===== config.mk =====
export PLATFORM = sky130hd
export DESIGN_NAME = spi_controller_mc_flat
export DESIGN_NICKNAME = d
export VERILOG_FILES = /design/src/rtl/spi_controller_mc_if.sv /design/src/rtl/spi_controller_mc.sv /design/src/flat_wrapper.sv
export SDC_FILE = /design/constraint.sdc
export NUM_CORES = 1
export LEC_CHECK = 0
export ABC_AREA = 0
export BUFFER_PORTS_ARGS = -buffer_cell sky130_fd_sc_hd__buf_4
export CAP_MARGIN = 20
export CORE_MARGIN = 2
export CORE_UTILIZATION = 40
export DETAILED_ROUTE_END_ITERATION = 10
export PLACE_DENSITY = 0.64
export SETUP_SLACK_MARGIN = 0.2
export SLEW_MARGIN = 10
export SYNTH_ARGS = -nofsm -noshare
export SYNTH_HDL_FRONTEND = slang
export SYNTH_SLANG_ARGS = --single-unit

===== constraint.sdc =====
create_clock -name clk -period 2.5 [get_ports clk]
set_clock_uncertainty 0.2 [all_clocks]
set_input_delay 0.5 -clock clk [delete_from_list [all_inputs] [get_ports clk]]
set_output_delay 0.5 -clock clk [all_outputs]
set_load 0.01 [all_outputs]

===== src/rtl/spi_controller_mc_if.sv =====
// Host handshake plus SPI pin bundle for spi_controller_mc.
// "master" is the host/peripheral side; "slave" is the controller side.
interface spi_controller_mc_if #(
  parameter int DATA_WIDTH = 16,
  parameter int NUM_CS     = 2,
  parameter int CS_W       = 1
);
  logic                  start;
  logic [CS_W-1:0]       cs_sel;
  logic                  cpol;
  logic                  cpha;
  logic [DATA_WIDTH-1:0] tx_data;
  logic [DATA_WIDTH-1:0] rx_data;
  logic                  busy;
  logic                  done;
  logic                  sck;
  logic                  sdo;
  logic                  sdi;
  logic [NUM_CS-1:0]     cs_n;

  modport master (output start, cs_sel, cpol, cpha, tx_data, sdi,
                  input  rx_data, busy, done, sck, sdo, cs_n);
  modport slave  (input  start, cs_sel, cpol, cpha, tx_data, sdi,
                  output rx_data, busy, done, sck, sdo, cs_n);
endinterface


===== src/rtl/spi_controller_mc.sv =====
// Full-duplex MSB-first SPI controller with per-transaction CPOL/CPHA and
// NUM_CS active-low selects; all outputs registered.
module spi_controller_mc #(
  parameter int DATA_WIDTH = 16,
  parameter int NUM_CS     = 2,
  parameter int CLK_DIV    = 2,
  parameter int CS_W       = 1,
  parameter int CNT_WIDTH  = 6
) (
  input  logic                clk,
  input  logic                nrst,
  spi_controller_mc_if.slave  bus
);
  localparam int DIV_W = (CLK_DIV > 1) ? $clog2(CLK_DIV) : 1;
  localparam int MSB   = DATA_WIDTH - 1;

  typedef enum logic [2:0] {S_IDLE, S_SETUP, S_SHIFT, S_HOLD, S_DONE} state_t;

  state_t                r_state, w_next;
  logic [DIV_W-1:0]      r_div;
  logic [CNT_WIDTH-1:0]  r_edge;
  logic [DATA_WIDTH-1:0] r_tx, r_rx, r_rx_data;
  logic [CS_W-1:0]       r_cs_sel;
  logic                  r_cpol, r_cpha;
  logic                  r_sck, r_sdo, r_busy, r_done;
  logic [NUM_CS-1:0]     r_cs_n, w_cs_n_next;
  logic                  w_div_end, w_last_edge, w_odd_edge, w_sample, w_advance;
  logic                  w_busy_next;
  logic [CS_W-1:0]       w_sel;

  assign w_div_end   = (r_div == DIV_W'(CLK_DIV - 1));
  assign w_last_edge = (r_edge == CNT_WIDTH'(2 * DATA_WIDTH - 1));
  // r_edge holds the count of edges already made, so the upcoming edge is odd when it is even
  assign w_odd_edge  = ~r_edge[0];
  assign w_sample    = r_cpha ? ~w_odd_edge : w_odd_edge;
  assign w_advance   = r_cpha ? w_odd_edge : (~w_odd_edge & ~w_last_edge);

  always_ff @(posedge clk or negedge nrst) begin
    if (!nrst) r_state <= S_IDLE;
    else       r_state <= w_next;
  end

  always_comb begin
    w_next = r_state;
    case (r_state)
      S_IDLE:  if (bus.start) w_next = S_SETUP;
      S_SETUP: if (w_div_end) w_next = S_SHIFT;
      S_SHIFT: if (w_div_end && w_last_edge) w_next = S_HOLD;
      S_HOLD:  if (w_div_end) w_next = S_DONE;
      S_DONE:  w_next = S_IDLE;
      default: w_next = S_IDLE;
    endcase
  end

  // Select decode looks ahead one state so cs_n lines up with busy
  assign w_busy_next = (w_next inside {S_SETUP, S_SHIFT, S_HOLD});
  assign w_sel       = (r_state == S_IDLE) ? bus.cs_sel : r_cs_sel;

  always_comb begin
    w_cs_n_next = '1;
    for (int i = 0; i < NUM_CS; i++)
      if (w_busy_next && (w_sel == CS_W'(i))) w_cs_n_next[i] = 1'b0;
  end

  always_ff @(posedge clk or negedge nrst) begin
    if (!nrst) begin
      r_div     <= '0;
      r_edge    <= '0;
      r_tx      <= '0;
      r_rx      <= '0;
      r_rx_data <= '0;
      r_cs_sel  <= '0;
      r_cpol    <= 1'b0;
      r_cpha    <= 1'b0;
      r_sck     <= 1'b0;
      r_sdo     <= 1'b0;
      r_busy    <= 1'b0;
      r_done    <= 1'b0;
      r_cs_n    <= '1;
    end else begin
      r_busy <= w_busy_next;
      r_done <= (w_next == S_DONE);
      r_cs_n <= w_cs_n_next;
      if (w_next == S_DONE) r_rx_data <= r_rx;
      if (r_state inside {S_SETUP, S_SHIFT, S_HOLD})
        r_div <= w_div_end ? '0 : r_div + 1'b1;
      if (r_state == S_IDLE && bus.start) begin
        r_cs_sel <= bus.cs_sel;
        r_cpol   <= bus.cpol;
        r_cpha   <= bus.cpha;
        r_sck    <= bus.cpol;
        r_div    <= '0;
        r_edge   <= '0;
        r_rx     <= '0;
        // cpha=0 drives the MSB during setup; cpha=1 presents it on the first edge
        r_sdo    <= bus.cpha ? 1'b0 : bus.tx_data[MSB];
        r_tx     <= bus.cpha ? bus.tx_data : (bus.tx_data << 1);
      end
      if (r_state == S_SHIFT && w_div_end) begin
        r_sck  <= ~r_sck;
        r_edge <= r_edge + 1'b1;
        if (w_sample)  r_rx <= {r_rx[MSB-1:0], bus.sdi};
        if (w_advance) begin
          r_sdo <= r_tx[MSB];
          r_tx  <= r_tx << 1;
        end
      end
    end
  end

  assign bus.sck     = r_sck;
  assign bus.sdo     = r_sdo;
  assign bus.cs_n    = r_cs_n;
  assign bus.busy    = r_busy;
  assign bus.done    = r_done;
  assign bus.rx_data = r_rx_data;
endmodule


===== src/flat_wrapper.sv =====
// flat-port wrapper written by rule: the top's interface ports become plain ports
module spi_controller_mc_flat 
#(
  parameter int DATA_WIDTH = 16,
  parameter int NUM_CS     = 2,
  parameter int CLK_DIV    = 2,
  parameter int CS_W       = 1,
  parameter int CNT_WIDTH  = 6
)
  (clk, nrst, bus_start, bus_cs_sel, bus_cpol, bus_cpha, bus_tx_data, bus_sdi, bus_rx_data, bus_busy, bus_done, bus_sck, bus_sdo, bus_cs_n);
  spi_controller_mc_if #(.DATA_WIDTH(DATA_WIDTH), .NUM_CS(NUM_CS), .CS_W(CS_W)) bus_i ();
  input  logic clk;
  input  logic nrst;
  input wire logic [$bits(bus_i.start)-1:0] bus_start;
  input wire logic [$bits(bus_i.cs_sel)-1:0] bus_cs_sel;
  input wire logic [$bits(bus_i.cpol)-1:0] bus_cpol;
  input wire logic [$bits(bus_i.cpha)-1:0] bus_cpha;
  input wire logic [$bits(bus_i.tx_data)-1:0] bus_tx_data;
  input wire logic [$bits(bus_i.sdi)-1:0] bus_sdi;
  output wire logic [$bits(bus_i.rx_data)-1:0] bus_rx_data;
  output wire logic [$bits(bus_i.busy)-1:0] bus_busy;
  output wire logic [$bits(bus_i.done)-1:0] bus_done;
  output wire logic [$bits(bus_i.sck)-1:0] bus_sck;
  output wire logic [$bits(bus_i.sdo)-1:0] bus_sdo;
  output wire logic [$bits(bus_i.cs_n)-1:0] bus_cs_n;
  assign bus_i.start = bus_start;
  assign bus_i.cs_sel = bus_cs_sel;
  assign bus_i.cpol = bus_cpol;
  assign bus_i.cpha = bus_cpha;
  assign bus_i.tx_data = bus_tx_data;
  assign bus_i.sdi = bus_sdi;
  assign bus_rx_data = bus_i.rx_data;
  assign bus_busy = bus_i.busy;
  assign bus_done = bus_i.done;
  assign bus_sck = bus_i.sck;
  assign bus_sdo = bus_i.sdo;
  assign bus_cs_n = bus_i.cs_n;
  spi_controller_mc #(.DATA_WIDTH(DATA_WIDTH), .NUM_CS(NUM_CS), .CLK_DIV(CLK_DIV), .CS_W(CS_W), .CNT_WIDTH(CNT_WIDTH)) u_core (.clk(clk), .nrst(nrst), .bus(bus_i));
endmodule

* Word-level counts from Yosys, hierarchy flattened
Index checks and enable logic that the tools add are counted.
Storage, ports and cells: register bits after elaboration 66, word-level logic and storage cells 66, bits of input ports 23, output and inout bits 22
Operators by class: eq/ne operators 8, multiplexer cells 28, bitwise operators 5, reductions and logical operators 10, add/sub/neg operators 2
Operators by type and width (number):
- $mux W16 | 7
- $mux W1 | 14
- $eq A3 B2 Y1 const B | 4
- $mux W3 | 4
- $mux W6 | 2
- $pmux W3 S4 | 1
- $add A6 B1 Y6 const B | 1
- $eq A3 B1 Y1 const B | 2
- $eq A6 B5 Y1 const B | 1
- $reduce_bool A3 Y1 | 2
- $logic_and A1 B1 Y1 | 5
- $not A1 Y1 | 4
- $reduce_bool A2 Y1 | 2
- $eq A3 B3 Y1 const B | 1
- $logic_not A3 Y1 | 1
- $add A1 B1 Y1 const B | 1
- $and A1 B1 Y1 | 1

* Logic depth before layout (Yosys ltp)
depth after elaboration 8, mapped depth 6, depth with buffers taken out 4

* Least setup slack after synthesis
No wires, ideal clock.
path type reg2reg, from register u_core.r_edge[0], to register u_core.r_tx[11], arrival 1.762 ns, buffers on the path 1, setup time 0.125 ns, cell stages (with the launch flop) 6, clock period less this slack 2.087 ns, required time 2.175 ns, path slack 0.413 ns, path through dfrtp_1 ha_1 nand4_1 o311ai_4 buf_6 mux2_4
On the way: cells in the longest elaborated chain, start to end 6, elaborated cells on any way between the ends 7, those cells by class 1 x eq/ne; 3 x mux; 3 x bitwise
Ends and longest elaborated chain:
- start, declared | RTL line spi_controller_mc.sv:21 | logic [CNT_WIDTH-1:0] r_edge;
- start signal, assigned | RTL line spi_controller_mc.sv:101 | r_edge <= r_edge + 1'b1;
- $eq A6 B5 Y1 | RTL line spi_controller_mc.sv:32 | assign w_last_edge = (r_edge == CNT_WIDTH'(2 * DATA_WIDTH - 1));
- $not A1 Y1 | RTL line spi_controller_mc.sv:36 | assign w_advance = r_cpha ? w_odd_edge : (~w_odd_edge & ~w_last_edge);
- $and A1 B1 Y1 | RTL line spi_controller_mc.sv:36
- $mux W1 * | RTL line spi_controller_mc.sv:36
- $mux W16 * | RTL line spi_controller_mc.sv:103 | if (w_advance) begin
- $mux W16 * | RTL line spi_controller_mc.sv:99 | if (r_state == S_SHIFT && w_div_end) begin
- end signal, assigned | RTL line spi_controller_mc.sv:97 | r_tx <= bus.cpha ? bus.tx_data : (bus.tx_data << 1);
- end signal, assigned | RTL line spi_controller_mc.sv:105 | r_tx <= r_tx << 1;
- end, declared | RTL line spi_controller_mc.sv:22 | logic [DATA_WIDTH-1:0] r_tx, r_rx, r_rx_data;
Mark *: on every way between the ends. The rest lies on a longest branch, timed or not. A chain may end at the register's enable or synchronous reset.

* Worst setup path after layout
from register u_core.r_state[1], to register u_core.r_sck (netlist: u_core.bus.sck)
On the way: cells in the longest elaborated chain, start to end 3, elaborated cells on any way between the ends 6, those cells by class 1 x eq/ne; 1 x mux; 4 x reduce/logical
Ends and longest elaborated chain:
- start, declared | RTL line spi_controller_mc.sv:19 | state_t r_state, w_next;
- start signal, assigned | RTL line spi_controller_mc.sv:40 | else r_state <= w_next;
- $eq A3 B2 Y1 / $logic_not A3 Y1 (equally long branches) | RTL line spi_controller_mc.sv:99, spi_controller_mc.sv:87
- $logic_and A1 B1 Y1 (on tied branches) | RTL line spi_controller_mc.sv:99, spi_controller_mc.sv:87
- $mux W1 / $reduce_bool A2 Y1 (equally long branches)
- end signal, assigned | RTL line spi_controller_mc.sv:91 | r_sck <= bus.cpol;
- end signal, assigned | RTL line spi_controller_mc.sv:100 | r_sck <= ~r_sck;
- end, declared | RTL line spi_controller_mc.sv:25 | logic r_sck, r_sdo, r_busy, r_done;
Several ways; a longest one is shown, not always the timed one.

==> metrics <==
status complete, no violations; clock buffer depth 2; Post-CTS Setup Repair Bufs 0; post-cts resize count 0; most used routing layer in global routing met2; maximum vdd drop 0.204 mV; flops & latches, synth 66; crit-path max cell delay 670 ps; cts bufs inserted 9; Layout Nets 346; Layout area overhead 20.6%; Net Sw Frac 24.1%; Data required, critical path 2510 ps; # IOs 45; Seq pwr share 52.3%; via/cell ratio 4.96; hold buffer count at CTS 0; # DRC 0; Worst-Margin Slew 827 ps; Pins Over Slew Limit 0; Util after Layout 50.6%; Cell Int Power 1.76 mW; Slowest cell on crit path nor4b_2; fin crit share 86.0%; drt wl/cell 13.1 um; largest net degree at the start of global routing 67; Seq/Total Area, Yosys 53.8%; drt pass-1 iters 4; DIE AREA 0.00841 mm2; Synth area leader dfrtp_1; Tmin final 2150 ps; clk sinks 66; site row count 31; Cell Chain, Critical Path nor4b_2 -> buf_4 -> nor2_1 -> a221o_1; Die Y 91.7 um; number of distinct library cells after synthesis 38; ANT cells 0; worst min path class in2async; share of layout cells above drive strength 1 30.6%; syn_nets 299; Worst EP arrival 2160 ps; final WL 5590 um; Max Clock Freq 465 MHz; setup tns final 0 ps; first-pass GRT wire length 9960 um; DP HPWL 3790 um; Max-Cap Viols 0; Post-Syn Area per Cell 11.2 um2; Yosys top cell area share 52.1%; drt first-iter violations 126; CTS tree yes; unrepaired setup endpoints after global routing no; met1 Track Usage GR 19.1%; Die X 91.7 um; initial antenna violation count 0; normalized max-slew margin 44.9%; clock-pin slew on the worst setup and hold paths 70 ps; met2 GRT Util 23.7%; leakage 1.74 nW; initial core utilization 42.0%; gr ovfl total 0; Setup CP Type reg2reg; vias in the first global route 2172; cell count after synthesis 275; routability congestion estimate 0.775; Mapped Area 0.00308 mm2; setup violators final 0; Critical Path Start Type flop; CORE AREA 0.00733 mm2; met3 track demand over resource 2.79%; Clock Root Buffer clkbuf_8; GR Util All Layers 14.8%; Power Dens Cells 626 mW/mm2; Clock Power Share 36.5%; switching power 0.560 mW; crit-path max FO 11; Clock H-tree levels 3; Gate power share 11.2%; Crit. End Element flop; antenna viol nets, final 0; synth warn 0; Worst-Skew Late Latency 330 ps; routed vias 2113; I/O Buffers 44; Synth area leaders dfrtp_1 52%, mux2i_1 9.8%, mux2_2 8.1%; Final Hold Viols 0
path summary, 6_finish.rpt:
path,slack [ps],to,cells after the start,start
worst min-delay path,50,u_core.r_tx[8]$_DFF_PN0_,1,nrst
worst min register to register,280,u_core.bus.rx_data[2]$_DFFE_PN0P_,2,u_core.bus.rx_data[2]$_DFFE_PN0P_
min in group clk,170,u_core.r_cs_sel$_DFFE_PN0P_,3,bus_cs_sel
worst max register to register,350,u_core.bus.sck$_DFFE_PN0P_,4,u_core.r_state[1]$_DFF_PN0_
max in group asynchronous,1490,u_core.r_tx[14]$_DFF_PN0_,1,nrst
worst max-delay path,350,u_core.bus.sck$_DFFE_PN0P_,4,u_core.r_state[1]$_DFF_PN0_
placed cells by master, fill, tap and decap left out, drive strengths merged, types with 3 or more instances in the layout:
cell type	count
o211ai	15
clkbuf	10
inv	24
o21ai	34
nand2	27
nand3	3
mux2i	30
clkinv	4
dfrtp	64
mux2	24
nor2	5
buf	55
cell families (layout without fill, tap and decap cells):
| logic type | Yosys count | in the layout | share of synthesized area [%] |
|---|---|---|---|
| AND/OR/NAND/NOR | 51 | 51 | 8.18 |
| adder cells (fa/ha/maj) | 1 | 1 | 0.407 |
| multiplexers | 54 | 54 | 18.8 |
| flip-flops | 66 | 66 | 53.8 |
| XOR/XNOR | 2 | 2 | 0.814 |
| buffers and inverters | 43 | 95 | 6.02 |
| AO/OA/AOI/OAI | 58 | 58 | 12.0 |
flip-flops by register name, summed over array words and instances, names as in the netlist:
signal and cells:
u_core.bus.rx_data 16, u_core.r_rx 16, u_core.r_tx 16, u_core.r_edge 6
u_core.r_state 3, u_core.bus.cs_n 2, u_core.bus.busy 1, u_core.bus.done 1
u_core.bus.sck 1, u_core.bus.sdo 1, u_core.r_cpha 1, u_core.r_cs_sel 1
u_core.r_div 1
layer usage:
layer / vias up / part of all wire (%)
met3: 6 / 2.8
met5: - / 0
met2: 31 / 49
met4: 0 / 1.5
li1: 1048 / -
met1: 1028 / 47
power groups by stage:
| stage | clock network (mW) | registers (mW) | logic (mW) |
|---|---|---|---|
| final | 0.847 | 1.21 | 0.261 |
| after global routing | 0.922 | 1.22 | 0.299 |
| after CTS | 0.881 | 1.21 | 0.267 |
| after detailed placement | 0 | 1.23 | 0.267 |
| after global placement | 0 | 1.23 | 0.258 |
| after floorplan | 0 | 1.23 | 0.164 |
final cells by class:
cell class	count	area, um2
well taps	99	124
clock inverters	6	57.6
clock buffers	10	128
flip-flops and latches	66	1650
inverters	24	90.1
multi-input cells	166	1240
repair buffers	55	413
fillers	701	3620
cell usage after synthesis, drive strengths merged:
master / instances
nor3: 2
nand2: 27
o211ai: 15
a221o: 1
o21ai: 34
a21o: 1
dfrtp: 64
a311oi: 1
buf: 10
nor3b: 1
nand4: 2
xor2: 2
nor2b: 2
o311ai: 1
nor2: 5
a22o: 1
nor4bb: 1
nand3: 3
mux2i: 30
nand2b: 2
mux2: 24
clkbuf: 9
a21boi: 1
inv: 24
a21oi: 2
dfstp: 2
ha: 1
or4b: 1
or3: 1
o31ai: 1
and3: 1
nand4b: 1
nor4b: 1
nand4bb: 1
critical path, delay by kind of cell, from the launching register on:
| family | cells | cell delay, ps |
|---|---|---|
| AO/OA/AOI/OAI | 1 | 290 |
| buffers and inverters | 1 | 320 |
| flip-flops | 1 | 480 |
| AND/OR/NAND/NOR | 2 | 740 |
metrics by stage:
step                setup WS (ps)  instances  instance area, um2  power (mW)  hold slack (ps)
floorplan                     413        275                3080        1.39             4.41
global placement              360        410                3520        1.49              258
detailed placement            347        410                3520        1.50              272
CTS                           333        426                3710        2.36             94.4
global route                  224        426                3710        2.44              143
finish                        349        426                3710        2.32             47.2
No activity file was read; power rests on OpenSTA's default activity.
